File: src/rtl/mcu_scheduler_if.sv
// Frame-scheduler bus: frame configuration, the three component sources,
// the run-encoder link and the frame/restart status lines.
interface mcu_scheduler_if;
  logic               start;
  logic [1:0]         mode;
  logic [15:0]        num_mcus;
  logic [15:0]        restart_interval;

  logic signed [10:0] y_coef;
  logic signed [10:0] cb_coef;
  logic signed [10:0] cr_coef;
  logic               y_ena;
  logic               cb_ena;
  logic               cr_ena;
  logic               y_rdy;
  logic               cb_rdy;
  logic               cr_rdy;

  logic signed [10:0] enc_coef;
  logic               enc_ena;
  logic               enc_rdy;
  logic               enc_done;

  logic               chroma;
  logic               restart;
  logic               restart_ack;
  logic               busy;
  logic               frame_done;

  modport slave (
    input  start, mode, num_mcus, restart_interval,
    input  y_coef, cb_coef, cr_coef, y_ena, cb_ena, cr_ena,
    output y_rdy, cb_rdy, cr_rdy,
    output enc_coef, enc_ena,
    input  enc_rdy, enc_done,
    output chroma, restart, busy, frame_done,
    input  restart_ack
  );

  modport master (
    output start, mode, num_mcus, restart_interval,
    output y_coef, cb_coef, cr_coef, y_ena, cb_ena, cr_ena,
    input  y_rdy, cb_rdy, cr_rdy,
    input  enc_coef, enc_ena,
    output enc_rdy, enc_done,
    input  chroma, restart, busy, frame_done,
    output restart_ack
  );
endinterface

File: src/rtl/mcu_scheduler.sv
// Frame scheduler: grants Y/Cb/Cr coefficient blocks to the shared run
// encoder in MCU order, DPCM-codes the DC term, requests restart markers
// and flags frame completion.
//
//   state     | meaning
//   ----------+-----------------------------------------------------------
//   S_IDLE    | waiting for start; all outputs quiet
//   S_STREAM  | selected source wired straight through to the encoder
//   S_DRAIN   | 64 coefficients sent, waiting for encoder enc_done
//   S_RESTART | restart marker requested, predictors held at zero
//   S_DONE    | one-cycle frame_done pulse
module mcu_scheduler (
  input  logic           clk,
  input  logic           rst,
  mcu_scheduler_if.slave bus
);

  typedef enum logic [2:0] {
    S_IDLE, S_STREAM, S_DRAIN, S_RESTART, S_DONE
  } state_t;

  state_t             r_state;
  state_t             w_state_nxt;

  logic [1:0]         r_mode;      // 0 gray, 1 4:4:4, 2 4:2:0
  logic [15:0]        r_num_mcus;
  logic [15:0]        r_rst_int;
  logic [15:0]        r_mcu_cnt;
  logic [15:0]        r_rst_cnt;
  logic [2:0]         r_blk_idx;
  logic [5:0]         r_coef_idx;
  logic signed [10:0] r_pred_y;
  logic signed [10:0] r_pred_cb;
  logic signed [10:0] r_pred_cr;

  logic [1:0]         w_comp;      // 0 Y, 1 Cb, 2 Cr
  logic [2:0]         w_last_idx;
  logic               w_sel_ena;
  logic signed [10:0] w_sel_coef;
  logic signed [10:0] w_sel_pred;
  logic signed [11:0] w_diff;
  logic signed [10:0] w_dc;
  logic               w_xfer;
  logic               w_blk_last;
  logic [15:0]        w_mcu_cnt_inc;
  logic [15:0]        w_rst_cnt_inc;
  logic               w_frame_end;
  logic               w_rst_hit;

  // Map block index within the MCU to its component for the latched mode.
  always_comb begin
    w_comp     = 2'd0;
    w_last_idx = 3'd0;
    case (r_mode)
      2'd1: begin
        w_last_idx = 3'd2;
        w_comp     = r_blk_idx[1:0];
      end
      2'd2: begin
        w_last_idx = 3'd5;
        if (r_blk_idx == 3'd4)      w_comp = 2'd1;
        else if (r_blk_idx == 3'd5) w_comp = 2'd2;
      end
      default: ;
    endcase
  end

  // Source mux plus the predictor belonging to the selected component.
  always_comb begin
    w_sel_ena  = bus.y_ena;
    w_sel_coef = bus.y_coef;
    w_sel_pred = r_pred_y;
    case (w_comp)
      2'd1: begin
        w_sel_ena  = bus.cb_ena;
        w_sel_coef = bus.cb_coef;
        w_sel_pred = r_pred_cb;
      end
      2'd2: begin
        w_sel_ena  = bus.cr_ena;
        w_sel_coef = bus.cr_coef;
        w_sel_pred = r_pred_cr;
      end
      default: ;
    endcase
  end

  // DC difference at 12 bits, clamped back into the symmetric 11-bit range.
  always_comb begin
    w_diff = {w_sel_coef[10], w_sel_coef} - {w_sel_pred[10], w_sel_pred};
    if (w_diff > 12'sd1023)       w_dc = 11'sd1023;
    else if (w_diff < -12'sd1023) w_dc = -11'sd1023;
    else                          w_dc = w_diff[10:0];
  end

  assign w_xfer        = (r_state == S_STREAM) && w_sel_ena && bus.enc_rdy;
  assign w_blk_last    = (r_blk_idx == w_last_idx);
  assign w_mcu_cnt_inc = r_mcu_cnt + 16'd1;
  assign w_rst_cnt_inc = r_rst_cnt + 16'd1;
  // Frame end outranks a coinciding restart.
  assign w_frame_end   = w_blk_last && (w_mcu_cnt_inc == r_num_mcus);
  assign w_rst_hit     = w_blk_last && !w_frame_end && (r_rst_int != 16'd0) &&
                         (w_rst_cnt_inc == r_rst_int);
  assign bus.chroma    = (r_state != S_IDLE) && (w_comp != 2'd0);

  // State register.
  always_ff @(posedge clk or negedge rst) begin
    if (!rst) r_state <= S_IDLE;
    else      r_state <= w_state_nxt;
  end

  // Next-state decode and the handshake/status outputs.
  always_comb begin
    w_state_nxt    = r_state;
    bus.y_rdy      = 1'b0;
    bus.cb_rdy     = 1'b0;
    bus.cr_rdy     = 1'b0;
    bus.enc_ena    = 1'b0;
    bus.enc_coef   = '0;
    bus.restart    = 1'b0;
    bus.busy       = 1'b1;
    bus.frame_done = 1'b0;
    case (r_state)
      S_IDLE: begin
        bus.busy = 1'b0;
        if (bus.start) w_state_nxt = (bus.num_mcus == 16'd0) ? S_DONE : S_STREAM;
      end
      S_STREAM: begin
        bus.enc_ena  = w_sel_ena;
        bus.enc_coef = (r_coef_idx == 6'd0) ? w_dc : w_sel_coef;
        case (w_comp)
          2'd1:    bus.cb_rdy = bus.enc_rdy;
          2'd2:    bus.cr_rdy = bus.enc_rdy;
          default: bus.y_rdy  = bus.enc_rdy;
        endcase
        if (w_xfer && (r_coef_idx == 6'd63)) w_state_nxt = S_DRAIN;
      end
      S_DRAIN: begin
        if (bus.enc_done) begin
          if (w_frame_end)    w_state_nxt = S_DONE;
          else if (w_rst_hit) w_state_nxt = S_RESTART;
          else                w_state_nxt = S_STREAM;
        end
      end
      S_RESTART: begin
        bus.restart = 1'b1;
        if (bus.restart_ack) w_state_nxt = S_STREAM;
      end
      S_DONE: begin
        bus.frame_done = 1'b1;
        w_state_nxt    = S_IDLE;
      end
      default: w_state_nxt = S_IDLE;
    endcase
  end

  // Config latch, block/coef indices, MCU/restart counters and DC predictors.
  always_ff @(posedge clk or negedge rst) begin
    if (!rst) begin
      r_mode     <= 2'd0;
      r_num_mcus <= '0;
      r_rst_int  <= '0;
      r_mcu_cnt  <= '0;
      r_rst_cnt  <= '0;
      r_blk_idx  <= '0;
      r_coef_idx <= '0;
      r_pred_y   <= '0;
      r_pred_cb  <= '0;
      r_pred_cr  <= '0;
    end else begin
      case (r_state)
        S_IDLE: begin
          if (bus.start) begin
            r_mode     <= (bus.mode == 2'd3) ? 2'd2 : bus.mode;
            r_num_mcus <= bus.num_mcus;
            r_rst_int  <= bus.restart_interval;
            r_mcu_cnt  <= '0;
            r_rst_cnt  <= '0;
            r_blk_idx  <= '0;
            r_coef_idx <= '0;
            r_pred_y   <= '0;
            r_pred_cb  <= '0;
            r_pred_cr  <= '0;
          end
        end
        S_STREAM: begin
          if (w_xfer) begin
            r_coef_idx <= r_coef_idx + 6'd1;
            if (r_coef_idx == 6'd0) begin
              case (w_comp)
                2'd1:    r_pred_cb <= w_sel_coef;
                2'd2:    r_pred_cr <= w_sel_coef;
                default: r_pred_y  <= w_sel_coef;
              endcase
            end
          end
        end
        S_DRAIN: begin
          if (bus.enc_done) begin
            r_blk_idx <= w_blk_last ? 3'd0 : r_blk_idx + 3'd1;
            if (w_blk_last) begin
              r_mcu_cnt <= w_mcu_cnt_inc;
              r_rst_cnt <= w_rst_hit ? 16'd0 : w_rst_cnt_inc;
            end
          end
        end
        S_RESTART: begin
          r_pred_y  <= '0;
          r_pred_cb <= '0;
          r_pred_cr <= '0;
          if (bus.restart_ack) begin
            r_blk_idx  <= '0;
            r_coef_idx <= '0;
          end
        end
        default: ;
      endcase
    end
  end

endmodule

File: src/flat_wrapper.sv
// flat-port wrapper written by rule: the top's interface ports become plain ports
module mcu_scheduler_flat 
  (clk, rst, bus_start, bus_mode, bus_num_mcus, bus_restart_interval, bus_y_coef, bus_cb_coef, bus_cr_coef, bus_y_ena, bus_cb_ena, bus_cr_ena, bus_y_rdy, bus_cb_rdy, bus_cr_rdy, bus_enc_coef, bus_enc_ena, bus_enc_rdy, bus_enc_done, bus_chroma, bus_restart, bus_busy, bus_frame_done, bus_restart_ack);
  mcu_scheduler_if bus_i ();
  input  logic clk;
  input  logic rst;
  input wire logic [$bits(bus_i.start)-1:0] bus_start;
  input wire logic [$bits(bus_i.mode)-1:0] bus_mode;
  input wire logic [$bits(bus_i.num_mcus)-1:0] bus_num_mcus;
  input wire logic [$bits(bus_i.restart_interval)-1:0] bus_restart_interval;
  input wire logic [$bits(bus_i.y_coef)-1:0] bus_y_coef;
  input wire logic [$bits(bus_i.cb_coef)-1:0] bus_cb_coef;
  input wire logic [$bits(bus_i.cr_coef)-1:0] bus_cr_coef;
  input wire logic [$bits(bus_i.y_ena)-1:0] bus_y_ena;
  input wire logic [$bits(bus_i.cb_ena)-1:0] bus_cb_ena;
  input wire logic [$bits(bus_i.cr_ena)-1:0] bus_cr_ena;
  output wire logic [$bits(bus_i.y_rdy)-1:0] bus_y_rdy;
  output wire logic [$bits(bus_i.cb_rdy)-1:0] bus_cb_rdy;
  output wire logic [$bits(bus_i.cr_rdy)-1:0] bus_cr_rdy;
  output wire logic [$bits(bus_i.enc_coef)-1:0] bus_enc_coef;
  output wire logic [$bits(bus_i.enc_ena)-1:0] bus_enc_ena;
  input wire logic [$bits(bus_i.enc_rdy)-1:0] bus_enc_rdy;
  input wire logic [$bits(bus_i.enc_done)-1:0] bus_enc_done;
  output wire logic [$bits(bus_i.chroma)-1:0] bus_chroma;
  output wire logic [$bits(bus_i.restart)-1:0] bus_restart;
  output wire logic [$bits(bus_i.busy)-1:0] bus_busy;
  output wire logic [$bits(bus_i.frame_done)-1:0] bus_frame_done;
  input wire logic [$bits(bus_i.restart_ack)-1:0] bus_restart_ack;
  assign bus_i.start = bus_start;
  assign bus_i.mode = bus_mode;
  assign bus_i.num_mcus = bus_num_mcus;
  assign bus_i.restart_interval = bus_restart_interval;
  assign bus_i.y_coef = bus_y_coef;
  assign bus_i.cb_coef = bus_cb_coef;
  assign bus_i.cr_coef = bus_cr_coef;
  assign bus_i.y_ena = bus_y_ena;
  assign bus_i.cb_ena = bus_cb_ena;
  assign bus_i.cr_ena = bus_cr_ena;
  assign bus_y_rdy = bus_i.y_rdy;
  assign bus_cb_rdy = bus_i.cb_rdy;
  assign bus_cr_rdy = bus_i.cr_rdy;
  assign bus_enc_coef = bus_i.enc_coef;
  assign bus_enc_ena = bus_i.enc_ena;
  assign bus_i.enc_rdy = bus_enc_rdy;
  assign bus_i.enc_done = bus_enc_done;
  assign bus_chroma = bus_i.chroma;
  assign bus_restart = bus_i.restart;
  assign bus_busy = bus_i.busy;
  assign bus_frame_done = bus_i.frame_done;
  assign bus_i.restart_ack = bus_restart_ack;
  mcu_scheduler u_core (.clk(clk), .rst(rst), .bus(bus_i));
endmodule
File: config.mk
export PLATFORM = sky130hd
export DESIGN_NAME = mcu_scheduler_flat
export DESIGN_NICKNAME = d
export VERILOG_FILES = /design/src/rtl/mcu_scheduler_if.sv /design/src/rtl/mcu_scheduler.sv /design/src/flat_wrapper.sv
export SDC_FILE = /design/constraint.sdc
export NUM_CORES = 1
export LEC_CHECK = 0
export BUFFER_PORTS_ARGS = -buffer_cell sky130_fd_sc_hd__buf_2
export CAP_MARGIN = 5
export CORE_MARGIN = 2
export CORE_UTILIZATION = 40
export CTS_CLUSTER_SIZE = 24
export DETAILED_ROUTE_END_ITERATION = 6
export GPL_TIMING_DRIVEN = 0
export PLACE_DENSITY_LB_ADDON = 0.05
export SYNTH_ARGS = -nofsm -noshare
export SYNTH_HDL_FRONTEND = slang
export SYNTH_SLANG_ARGS = --single-unit
File: constraint.sdc
create_clock -name clk -period 4.76 [get_ports clk]
set_input_delay 0.238 -clock clk [delete_from_list [all_inputs] [get_ports clk]]
set_output_delay 0.238 -clock clk [all_outputs]
set_load 0.02 [all_outputs]
==> results.txt, run 1 <==
The flow ran to the end, but the final reports show violations. The final reports fail on negative setup slack. The maximum clock insertion buffer count was 2; the estimated wirelength of the detail-placed design was 16100 microns.

The number of flops mapped to enable cells by yosys was 0. Wires add up to 22600 microns. The end point of the worst hold path is u_core.r_rst_int[13]. Normalized max-slew margin: 42.6%.

The starting density of the core is 40.9%, and the max capacitance violation total is 0. The number of cells on the worst reg-to-reg path is 21. The most critical setup path has its startpoint at u_core.r_blk_idx[0]. The number of sinks on the clock net is 111. The tools report the worst setup margin as -17.3 ps. From synthesis to final layout, the design area changed by 25.8%. The height of the die came out at 143 microns. The worst path required time was 4520 ps. The largest net degree at the start of global routing is 80, and the maximum level of the CTS H-tree is 3.

The horizontal die dimension is 143 microns. The count of different cell masters after synthesis is 79. In the synthesized netlist, the number of instances is 875.

The run gives 209 MHz as the highest achievable clock rate. The most used flip-flop cell after synthesis was sky130_fd_sc_hd__dfrtp_1. The max-slew violation count was 0. For this run, the total global-route usage over all layers was measured as 22.9%. Number of DRC violations after detailed routing: 0. The number of hold violations in the final report came out at 0. Synthesis produced a netlist with a net count of 977.

Number of buffers created by CTS: 9. In the layout the commonest cells are 111 x sky130_fd_sc_hd__dfrtp_1, 102 x sky130_fd_sc_hd__nand2_1, 94 x sky130_fd_sc_hd__buf_2, 83 x sky130_fd_sc_hd__o21ai_0. Clock-pin slew was measured on the worst setup and hold paths at 80 ps.

For the iteration-0 DRC count of the detailed router, the log shows 392. Of the synthesized area, sequential elements account for 36.2%. The number of top-level design ports is 95.

The first global-routing pass estimated 36600 microns of wire. The tools report the core box area as 18800 sq um. The logs give 5 for the first-pass detailed-route iteration total and 0.260 mV for the worst supply voltage drop on vdd.

TritonCTS built the clock tree. The tools report the kind of launch point of the worst setup path as a flop. The peak fanout along the critical path is 5.

Counting I/O delays and the setup requirement, the final critical path takes 4780 ps. Summed over all failing endpoints, the final setup total negative slack is -17.3 ps. The ratio of cells with drive above 1 in the final layout works out to 29.7%. The tree is rooted in a sky130_fd_sc_hd__clkbuf_16.

The fraction of registers with async set/reset is 100%. The antenna diode count was 0; the areal power density over the cells was 498 nW/um^2. During placement, the flow inserted port buffers numbering 94.

For the post-synthesis instance area, the log shows 7680 sq um. The net count of the finished layout is 1130. A synthesized cell averages 8.77 sq um.

The worst hold path begins at bus_restart_interval[13]. The most common library cell in the layout ignoring fill and taps is sky130_fd_sc_hd__dfrtp_1. The worst-skew pair later-pin latency is 370 ps. The run gives 8510 sq um as the placed standard-cell area.

The average wire per standard cell was 17.9 microns. The run gives 9660 sq um as the final standard cell area without fillers. Setup violation total in the final timing report: 1.

The endpoint identified for the worst register-to-register timing path is u_core.r_rst_cnt[13]. The share of the clock period used by the worst path after layout is 100%. The run gives 0 as the remaining number of nets flagged by the antenna check after routing. The worst hold path class is in2reg. Global routing finished with a remaining overflow of 0.

Area of the die: 20300 sq um. The detail-routed via count per cell is 5.63. Data on the critical path arrives at its endpoint at 4540 ps.

STA classifies the critical path endpoint as an output port. The setup check on the worst reg-to-reg path leaves a slack of 450 ps. Reg-to-reg startpoint: u_core.r_mode[0].

For the final estimated routing congestion in global placement, the log shows 0.847. At the pin with the least slew margin, the transition time is 854 ps. Number of antenna violations at the first check in global routing: 0. Type of the worst setup path: reg2out. For this block, the via count after detailed routing is 7130. The number of global-route vias before repair is 6886.

The post-place setup slack is -1080 ps. The reported leakage power came out at 4.12 nW. Setup repair after global routing could not meet its margin everywhere. The Yosys step of the flow raised 0 warnings. Row count: 50.

In this run, synthesis produced a sequential element count of 111. Clock skew on the completed layout was measured at 16.6 ps. Along the worst hold path, the cell count comes to 3.
[report_power, final]
group          internal (W)  total (W)  switching, W
clock              0.000392   0.000768      0.000376
combinational       0.00112    0.00261       0.00149
sequential          0.00121    0.00143      0.000222
[worst max path at each step]
stage	to	slack [ps]
floorplan	bus_enc_coef[2]	4
global placement	bus_enc_coef[7]	-1030
detailed placement	bus_enc_coef[7]	-1080
CTS	bus_enc_coef[0]	0.2
global route	bus_enc_coef[0]	-230
finish	bus_enc_coef[2]	-20
[cell families (layout without fill, tap and decap cells)]
group	count (synthesis)	in the layout	synth area share [%]
DFF	111	111	36.2
AOI/OAI and AO/OA	257	257	21.8
and+or+nand+nor	312	312	21.3
adders and majority gates	29	29	4.73
buffers and inverters	77	235	4.43
xor gates and xnor gates	44	44	5.02
muxes	45	45	6.49
[stage by stage]
step	power, W	hold WS, ps	util [%]	std cells
2_1_floorplan	0.00297	-57.6	-	875
6_report	0.00481	70.8	51.5	1267
5_1_grt	0.00515	84.3	51.5	1267
3_3_place_gp	0.00358	454	45.2	1203
3_5_place_dp	0.00360	146	45.4	1204
4_1_cts	0.00462	65.1	49.7	1252
[per-layer routing]
metal | track usage (%) | up-vias | routed length [microns]
met5 | 0 | - | 0
li1 | - | 3513 | -
met4 | 5.52 | 0 | 297
met3 | 3.16 | 23 | 728
met1 | 32.4 | 3447 | 11000
met2 | 37.0 | 147 | 10600
[final cells by class]
type | instances | area [sq um]
fillers | 1830 | 9110
multi-input cells | 687 | 4920
flip-flops and latches | 111 | 2780
repair buffers | 143 | 930
plain buffers | 56 | 369
well taps | 234 | 293
clock buffers | 12 | 256
inverters | 20 | 75.1
clock inverters | 4 | 33.8
[flip-flops by register name, indices dropped and copies added (netlist names)]
signal             count
u_core.r_mcu_cnt      16
u_core.r_num_mcus     16
u_core.r_rst_cnt      16
u_core.r_rst_int      16
u_core.r_pred_cb      11
u_core.r_pred_cr      11
u_core.r_pred_y       11
u_core.r_coef_idx      6
u_core.r_blk_idx       3
u_core.r_state         3
u_core.r_mode          2
[worst max-delay path, stage by stage (launching register included)]
cell and delay, ps:
sky130_fd_sc_hd__dfrtp_1 400, sky130_fd_sc_hd__inv_2 70, sky130_fd_sc_hd__ha_4 160, sky130_fd_sc_hd__nand4b_1 160, sky130_fd_sc_hd__a21o_1 250, sky130_fd_sc_hd__ha_4 200, sky130_fd_sc_hd__buf_4 160, sky130_fd_sc_hd__a22oi_2 180
sky130_fd_sc_hd__nor2_1 70, sky130_fd_sc_hd__a21oi_2 170, sky130_fd_sc_hd__ha_2 210, sky130_fd_sc_hd__inv_2 40, sky130_fd_sc_hd__fa_2 370, sky130_fd_sc_hd__a21oi_4 180, sky130_fd_sc_hd__o21ai_4 90, sky130_fd_sc_hd__a2111oi_4 380
sky130_fd_sc_hd__nor2_4 80, sky130_fd_sc_hd__o311a_4 360, sky130_fd_sc_hd__maj3_2 330, sky130_fd_sc_hd__a21oi_2 160, sky130_fd_sc_hd__buf_6 140
[synthesized netlist by cell type (15+ instances only)]
master | number | area (sq um)
sky130_fd_sc_hd__o21ai_0 | 91 | 455
sky130_fd_sc_hd__dfrtp_1 | 111 | 2780
sky130_fd_sc_hd__xor2_1 | 15 | 131
sky130_fd_sc_hd__nand3_1 | 33 | 165
sky130_fd_sc_hd__nor2_1 | 54 | 203
sky130_fd_sc_hd__nand2_1 | 104 | 390
sky130_fd_sc_hd__a22oi_1 | 23 | 173
sky130_fd_sc_hd__clkbuf_1 | 34 | 128
sky130_fd_sc_hd__ha_1 | 25 | 313
sky130_fd_sc_hd__mux2_2 | 36 | 405
sky130_fd_sc_hd__a21oi_1 | 48 | 240
sky130_fd_sc_hd__xnor2_1 | 29 | 254
sky130_fd_sc_hd__inv_1 | 19 | 71.3
[timing repair]
item                                    CTS  global route
resized for setup                        73            48
pin swaps                                21            29
hold buffers                              1             0
hold endpoints to repair                 32             0
setup buffers                            32            15
endpoints found under the setup margin   11            22
No activity file was read; power rests on OpenSTA's default activity.
==> run 2: changes to the inputs <==
--- a/config.mk
+++ b/config.mk
@@ -7,7 +7,7 @@
 export LEC_CHECK = 0
 export BUFFER_PORTS_ARGS = -buffer_cell sky130_fd_sc_hd__buf_2
 export CAP_MARGIN = 5
-export CORE_MARGIN = 2
+export CORE_MARGIN = 1
 export CORE_UTILIZATION = 40
 export CTS_CLUSTER_SIZE = 24
 export DETAILED_ROUTE_END_ITERATION = 6
==> run 2 against run 1 <==
Net effect: the flow still finishes with violations (negative setup slack); first-iteration DRC count grew 5.4%; final area decreased by 1.9%; sequential cell count unchanged; fmax down 1.2%; global-route usage up 0.33 points; wire length fell by 2.6%; sequential power about the same; via count fell by 1.7%; non-clock buffer count shrank 12; critical path depth shrank 3.
==> results.txt, run 2 (synthesis results as in run 1) <==
The met3 usage was 3.90% (+0.73 points); the worst path buffer plus inverter count was 4 (unchanged). The logs give 0 (unchanged) for the number of antenna violations at the first check in global routing and 0.00262 W (-3.5%) for the total internal power. The max capacitance violation total was 0 (unchanged); the peak fanout along the critical path was 10 (+5). The run gives 1118 (-1.1%) as the final net count.

The run gives 95 (unchanged) as the number of top-level design ports. For the starting density of the core, the log shows 40.9% (unchanged). The data arrival time of the worst path was 4600 ps (+60 ps). The combinational share of power is 52.8% (-1.5 points).

Worst path required time: 4520 ps (about the same). Reported leakage power: 4.05 nW (-1.6%). The worst register-to-register path ends at u_core.r_pred_cr[0].

For the detailed-route wire length, the log shows 22000 microns (-2.6%). The number of DRC violations after detailed routing is 0 (unchanged). Max-slew violation count: 0 (unchanged). In this design, the critical path's most frequently occurring cell is sky130_fd_sc_hd__ha_4. The largest stage delay on the critical path was 440 ps (+40 ps).

The total global routing overflow was 0 (unchanged). The clock slew seen by the registers of the worst setup and hold paths was 80 ps (about the same). The number of buffers created by CTS was 9 (unchanged).

The family of cells with the greatest summed delay on the critical path is compound AO/OA/AOI/OAI gates. The met2 track utilization from global routing is 36.8% (-0.13 points), and the final estimated routing congestion in global placement is 0.860 (+1.5%). The iteration-0 DRC count of the detailed router was 413 (+5.4%). The flow ran to the end, but the final reports show violations.

The ratio of cells with drive above 1 in the final layout was 27.2% (-2.5 points); the synthesis-to-finish area growth was 23.4%. The critical path goes through inv_2 > ha_4 > nand4b_1 > a21o_1 > ha_4 > clkbuf_16 > clkbuf_4 > a21oi_1 > fa_2 > a21oi_4 > o21ai_4 > a2111oi_4 > nor2_4 > o311a_4 > maj3_2 > a21oi_2 > buf_6. The run gives -75.3 ps (-58.0 ps) as the worst setup margin. Leaving out fill and tap cells, the most frequent cells in the layout are 111 x sky130_fd_sc_hd__dfrtp_1, 103 x sky130_fd_sc_hd__nand2_1, 95 x sky130_fd_sc_hd__buf_2, 83 x sky130_fd_sc_hd__o21ai_0, 51 x sky130_fd_sc_hd__nor2_1.

The switching fraction of total power came out at 43.7% (+0.18 points). The logs give 16300 microns (+0.94%) for the estimated wirelength of the detail-placed design and 40.8% (-1.7 points) for the normalized max-slew margin. The time the worst path needs with I/O delays and setup is 4840 ps (+58.0 ps), and the portion of total power attributed to sequential cells is 30.7% (+1.0 points).

The layer flagged by global routing as most heavily used is met2. The run gives 50 (unchanged) as the row count. The tools report the total negative setup slack as -242 ps (-225 ps). The worst setup path is captured at an output port. The clock network fraction of design power is 16.5% (+0.5 points). The maximum level of the CTS H-tree was 3 (unchanged). The logs give 111 (unchanged) for the number of sinks on the clock net and 6 (+5) for the setup violation total in the final timing report. The worst setup skew after layout is 14.0 ps (-2.58 ps). The run gives 18800 sq um (unchanged) as the core box area. The height of the die came out at 141 microns (-1.4%). Type of the worst setup path: reg2out. The most common library cell in the layout ignoring fill and taps is sky130_fd_sc_hd__dfrtp_1. The logs give 0.223 mV (-14%) for the worst supply voltage drop on vdd and 1255 (-0.95%) for the filler-free cell count of the finished design. For this design, the slowest cell found on the critical path is sky130_fd_sc_hd__a2111oi_4.

The number of stages on the worst setup path works out to 17 (-15%). In this run the worst setup path begins at u_core.r_blk_idx[0]. Number of hold violations in the final report: 0 (unchanged). The area of the die is 19700 sq um (-2.8%), and the global-route wire length before repair is 36000 microns (-1.8%). The number of cells on the worst reg-to-reg path came out at 14 (-33%). The largest net degree at the start of global routing was 72 (-10%). The flop-to-flop setup slack came out at 1070 ps (+620 ps). The areal power density over the cells works out to 491 nW/um^2 (-1.3%).

The highest achievable clock rate came out at 207 MHz (-1.2%). The kind of launch point of the worst setup path was a flop. First-pass detailed-route iteration total: 6 (+1). Average wire per standard cell: 17.6 microns (-1.7%). TritonCTS built the clock tree.

The number of placed instances with taps included came out at 1204 (unchanged). The detail-routed via count per cell was 5.59 (-0.73%); the maximum clock insertion buffer count was 2 (unchanged). The logs give 23.2% (+0.33 points) for the overall global routing resource usage and 370 ps (about the same) for the worst-skew pair later-pin latency. For the number of global-route vias before repair, the log shows 6704 (-2.6%).

The antenna diode count is 0 (unchanged). The tools report the remaining number of nets flagged by the antenna check after routing as 0 (unchanged). The min-delay analysis places its worst path in the category in2reg.

The tree is rooted in a sky130_fd_sc_hd__clkbuf_16. The reg-to-reg startpoint was u_core.r_blk_idx[0]. The horizontal die dimension is 141 microns (-1.4%), and the global-route track usage on met1 is 33.2% (+0.74 points). Setup repair after global routing could not meet its margin everywhere.

Power spent charging and discharging nets: 0.00203 W (-2.7%). The checks that failed: negative setup slack. The share of the clock period used by the worst path after layout is 102% (+1.2 points).

In this run the worst setup path terminates at bus_enc_coef[8]. The overall via count from detail_route was 7011 (-1.7%). The measured slew at the worst slew-check pin is 886 ps (+31.4 ps).

The number of port buffers was 94 (unchanged).
## run 2: cell type report
| class | instances | area (sq um) |
|---|---|---|
| Tap cell | 234 | 293 |
| Inverter | 20 | 75.1 |
| Clock inverter | 4 | 37.5 |
| Buffer | 56 | 364 |
| Fill cell | 1828 | 9290 |
| Sequential cell | 111 | 2780 |
| Timing Repair Buffer | 131 | 820 |
| Clock buffer | 12 | 256 |
| Multi-Input combinational cell | 687 | 4850 |
## run 2: worst min-delay path, stage by stage
cell                      delay, ps
sky130_fd_sc_hd__buf_2           80
sky130_fd_sc_hd__nand2_1         40
sky130_fd_sc_hd__o21ai_0         60
## run 2: power by group through the flow
stage	combinational, W	sequential (W)	clock (W)
global placement	0.00214	0.00144	0
finish	0.00246	0.00143	0.000769
CTS	0.00233	0.00143	0.000792
floorplan	0.00159	0.00138	0
global route	0.00271	0.00147	0.000818
detailed placement	0.00216	0.00145	0
## run 2: how the worst min path moves through the flow
stage	from	end	slack, ps	cells past startpoint
after global routing	bus_restart_interval[1]	u_core.r_rst_int[1]	80	2
after global placement	bus_restart_interval[13]	u_core.r_rst_int[13]	460	3
final	bus_mode[1]	u_core.r_mode[1]	90	3
after floorplan	rst	u_core.r_blk_idx[0]	-60	0
after CTS	bus_mode[1]	u_core.r_mode[1]	70	3
after detailed placement	rst	u_core.r_pred_cb[10]	180	1
## run 2: metal layers
metal,up-vias,share of wire [%]
li1,3484,-
met1,3393,50
met2,112,46
met3,22,3.1
met4,0,0.99
met5,-,0
## run 2: per-stage QoR
stage               utilization, %  hold WS (ps)  power [W]  instance area [sq um]  setup WS (ps)
finish                        50.5          87.7    0.00466                   9480          -75.3
global route                  50.5          83.5    0.00499                   9480           -263
CTS                           49.6          74.8    0.00455                   9310          -1.81
detailed placement            45.4           179    0.00361                   8510          -1090
global placement              45.2           457    0.00359                   8480          -1000
floorplan                        -         -57.6    0.00297                   7720           4.39
## run 2: what timing repair did
action                     4_1_cts  5_1_grt
hold buffers                     1        0
gates cloned                     0        0
pin swaps                       21       22
hold endpoints to repair        40        0
setup endpoints to repair       11       11
resized for setup               74       28
setup buffers                   24       10
==> run 3: changes to the inputs <==
==> constraint.sdc (replaced) <==
create_clock -name clk -period 5.3 [get_ports clk]
set_input_delay 0.265 -clock clk [delete_from_list [all_inputs] [get_ports clk]]
set_output_delay 0.265 -clock clk [all_outputs]
set_load 0.02 [all_outputs]
==> run 3 against run 2 <==
Net effect: die area stayed put; via count down 3.0%; sequential power is 9.8% lower; cell count shrank 2.2%; largest cell class unchanged; register-to-register slack better by 560 ps; critical endpoint unchanged; non-clock buffer count fell by 27; the flow now finishes without violations; setup slack better by 370 ps; combinational power is 20% lower; global-route usage decreased by 0.95 points; clock power is 13% lower; first-iteration DRC count shrank 26%; clock-buffer cell count shrank 3.
==> results.txt, run 3 (synthesis results as in run 1) <==
The run finished with clean final reports. Reported leakage power: 3.85 nW (-5.1%). The measured slew at the worst slew-check pin is 952 ps (+66.4 ps).

The final net count is 1091 (-2.4%), and the detailed-route wire length is 21100 microns (-4.3%). The number of antenna violations at the first check in global routing is 0 (unchanged), and the maximum level of the CTS H-tree is 3 (unchanged). The number of sinks on the clock net was 111 (unchanged).

The max capacitance violation total is 0 (unchanged). The flop-to-flop setup slack was 1630 ps (+560 ps). In this run the top signal layer used is met4.

For the number of hold violations in the final report, the log shows 0 (unchanged). The logs give 62 (-14%) for the largest net degree at the start of global routing and 0 (unchanged) for the remaining number of nets flagged by the antenna check after routing. The run gives 95 (unchanged) as the number of top-level design ports. The run gives 17.3 ps (+3.35 ps) as the worst setup skew after layout. Sort of element at the end of the critical path: an output port. The library cells used most frequently in the layout, excluding fill and tap cells, are 111 x sky130_fd_sc_hd__dfrtp_1, 104 x sky130_fd_sc_hd__nand2_1, 99 x sky130_fd_sc_hd__buf_2, 88 x sky130_fd_sc_hd__o21ai_0, 52 x sky130_fd_sc_hd__nor2_1. After layout, the worst path uses 94.4% of the clock period. Peak fanout along the critical path: 10 (unchanged).

The run gives 370 ps (about the same) as the worst-skew pair later-pin latency. The data arrival time of the worst path is 4740 ps (+140 ps). Worst supply voltage drop on vdd: 0.265 mV (+19%). The type of the worst setup path was reg2out. The run gives 1228 (-2.2%) as the filler-free cell count of the finished design. The worst register-to-register path ends at u_core.r_rst_cnt[13].

The run gives 19700 sq um (unchanged) as the area of the die. The first-pass detailed-route iteration total is 4 (-2), and the average wire per standard cell is 17.2 microns (-2.2%). The areal power density over the cells was 440 nW/um^2 (-10%).

The height of the die is 141 microns (unchanged), and the total global routing overflow is 0 (unchanged). Number of cells on the worst reg-to-reg path: 11 (-3). Leaving out fill and tap cells, the most frequent cell in the layout is sky130_fd_sc_hd__dfrtp_1. The overall via count from detail_route was 6800 (-3.0%). The worst min-delay path startpoint is bus_restart_interval[13].

For the area of the multi-input gates, the log shows 4650 sq um (-4.1%). The logs give 0 (unchanged) for the antenna diode count and 1885 (+3.1%) for the fill cell total of the finished layout. The worst path required time is 5040 ps (+520 ps), and the detailed-routed wire length on met3 is 795 microns (+17%). For this run, the top clock speed supported by timing is 200 MHz. The tools report the launch point of the critical path as u_core.r_mode[0]. The storage element area came out at 2780 sq um (unchanged). The worst hold path depth works out to 3 (unchanged). For the max-slew violation count, the log shows 0 (unchanged). The tools report the setup violation total in the final timing report as 0 (-6). The routed length on met2 is 10000 microns (-2.1%), and the row count is 50 (unchanged).

TritonCTS built the clock tree. The final estimated routing congestion in global placement is 0.902 (+4.9%), and the maximum clock insertion buffer count is 2 (unchanged). End point of the worst hold path: u_core.r_rst_int[13]. The starting density of the core was 40.9% (unchanged); the clock slew seen by the registers of the worst setup and hold paths was 80 ps (about the same).

Number of DRC violations after detailed routing: 0 (unchanged). The run gives 36.4% (-4.4 points) as the normalized max-slew margin. For the iteration-0 DRC count of the detailed router, the log shows 306 (-26%). The post-route met1 wirelength was 10100 microns (-7.3%); the detail-routed via count per cell was 5.54 (-0.88%). The estimated wirelength of the detail-placed design is 15900 microns (-2.4%). The number of placed instances with taps included is 1204 (unchanged). The global-route wire length before repair was 34600 microns (-3.7%). The worst register-to-register path begins at u_core.r_mode[0]. The run gives 9 (unchanged) as the number of buffers created by CTS. Root buffer cell: sky130_fd_sc_hd__clkbuf_16.

The ratio of cells with drive above 1 in the final layout was 22.0% (-5.2 points); the number of port buffers was 94 (unchanged). The synthesis-to-finish area growth is 16.7%. The worst path needs 5000 ps of the cycle, external delays included.

Core box area: 18800 sq um (unchanged). The utilization after layout is 47.7% (-2.8 points). The path class of the tightest hold or removal check is in2reg. The worst setup path is launched from a flop.

The horizontal die dimension works out to 141 microns (unchanged). Overall global routing resource usage: 22.2% (-0.95 points). Number of global-route vias before repair: 6543 (-2.4%).
==> run 3: changes by cell type in the layout (fill, tap and decap cells not counted), sizes merged <==
cell,change
buf,-26
clkbuf,-4
inv,+2
clkinv,+1
==> run 3: cell type report <==
| type | count | area share (%) |
|---|---|---|
| clock inverter | 7 | 0.601 |
| sequential | 111 | 31.0 |
| inverter | 20 | 0.838 |
| tap | 234 | 3.27 |
| buffer | 56 | 3.34 |
| clock buffer | 9 | 2.51 |
| timing repair buffer | 104 | 6.47 |
| multi-input combinational | 687 | 52.0 |
==> run 3: critical path: stages, from the launching register on <==
cell,delay [ps]
sky130_fd_sc_hd__dfrtp_1,410
sky130_fd_sc_hd__inv_2,90
sky130_fd_sc_hd__ha_2,200
sky130_fd_sc_hd__nand4b_1,100
sky130_fd_sc_hd__a21o_1,230
sky130_fd_sc_hd__inv_1,110
sky130_fd_sc_hd__ha_4,180
sky130_fd_sc_hd__clkbuf_8,170
sky130_fd_sc_hd__clkbuf_8,180
sky130_fd_sc_hd__a22oi_1,100
sky130_fd_sc_hd__o21ai_1,140
sky130_fd_sc_hd__ha_1,170
sky130_fd_sc_hd__inv_1,50
sky130_fd_sc_hd__fa_2,350
sky130_fd_sc_hd__a21oi_2,180
sky130_fd_sc_hd__o21ai_1,110
sky130_fd_sc_hd__a2111oi_2,450
sky130_fd_sc_hd__nor2_2,130
sky130_fd_sc_hd__o311a_4,360
sky130_fd_sc_hd__maj3_1,340
sky130_fd_sc_hd__a21oi_1,160
sky130_fd_sc_hd__buf_4,160
==> run 3: power breakdown <==
group	switching, W	total [W]	internal [W]
logic	0.00118	0.00197	0.000787
registers	0.000212	0.00129	0.00108
clock network	0.000346	0.000672	0.000326
==> run 3: stage by stage <==
stage	hold slack (ps)	cell area, sq um	worst slack, ps	power, W	TNS (ps)
floorplan	-30.6	7680	202	0.00262	0
CTS	95.7	8850	29.4	0.00390	0
finish	106	8960	297	0.00394	0
global route	103	8960	-12.9	0.00426	-21.1
detailed placement	290	8470	-738	0.00320	-6490
global placement	462	8440	-681	0.00318	-5950
==> run 3: how the worst max path moves through the flow <==
stage	to	slack [ps]	depth (start not counted)
6_report	bus_enc_coef[8]	300	21
5_1_grt	bus_enc_coef[9]	-10	21
4_1_cts	bus_enc_coef[2]	30	21
3_5_place_dp	bus_enc_coef[7]	-740	21
3_3_place_gp	bus_enc_coef[7]	-680	21
2_1_floorplan	bus_enc_coef[2]	200	20
==> run 3: repair_timing <==
action	CTS	global route
pin swaps	1	6
resized for setup	22	22
setup buffers	2	5
endpoints found under the hold margin	60	0
hold buffers	1	0
endpoints found under the setup margin	10	10
==> run 3: per-layer routing <==
metal	up-vias	GRT usage [%]
li1	3436	-
met1	3216	30.2
met2	139	37.1
met3	9	3.62
met4	0	5.03
met5	-	0
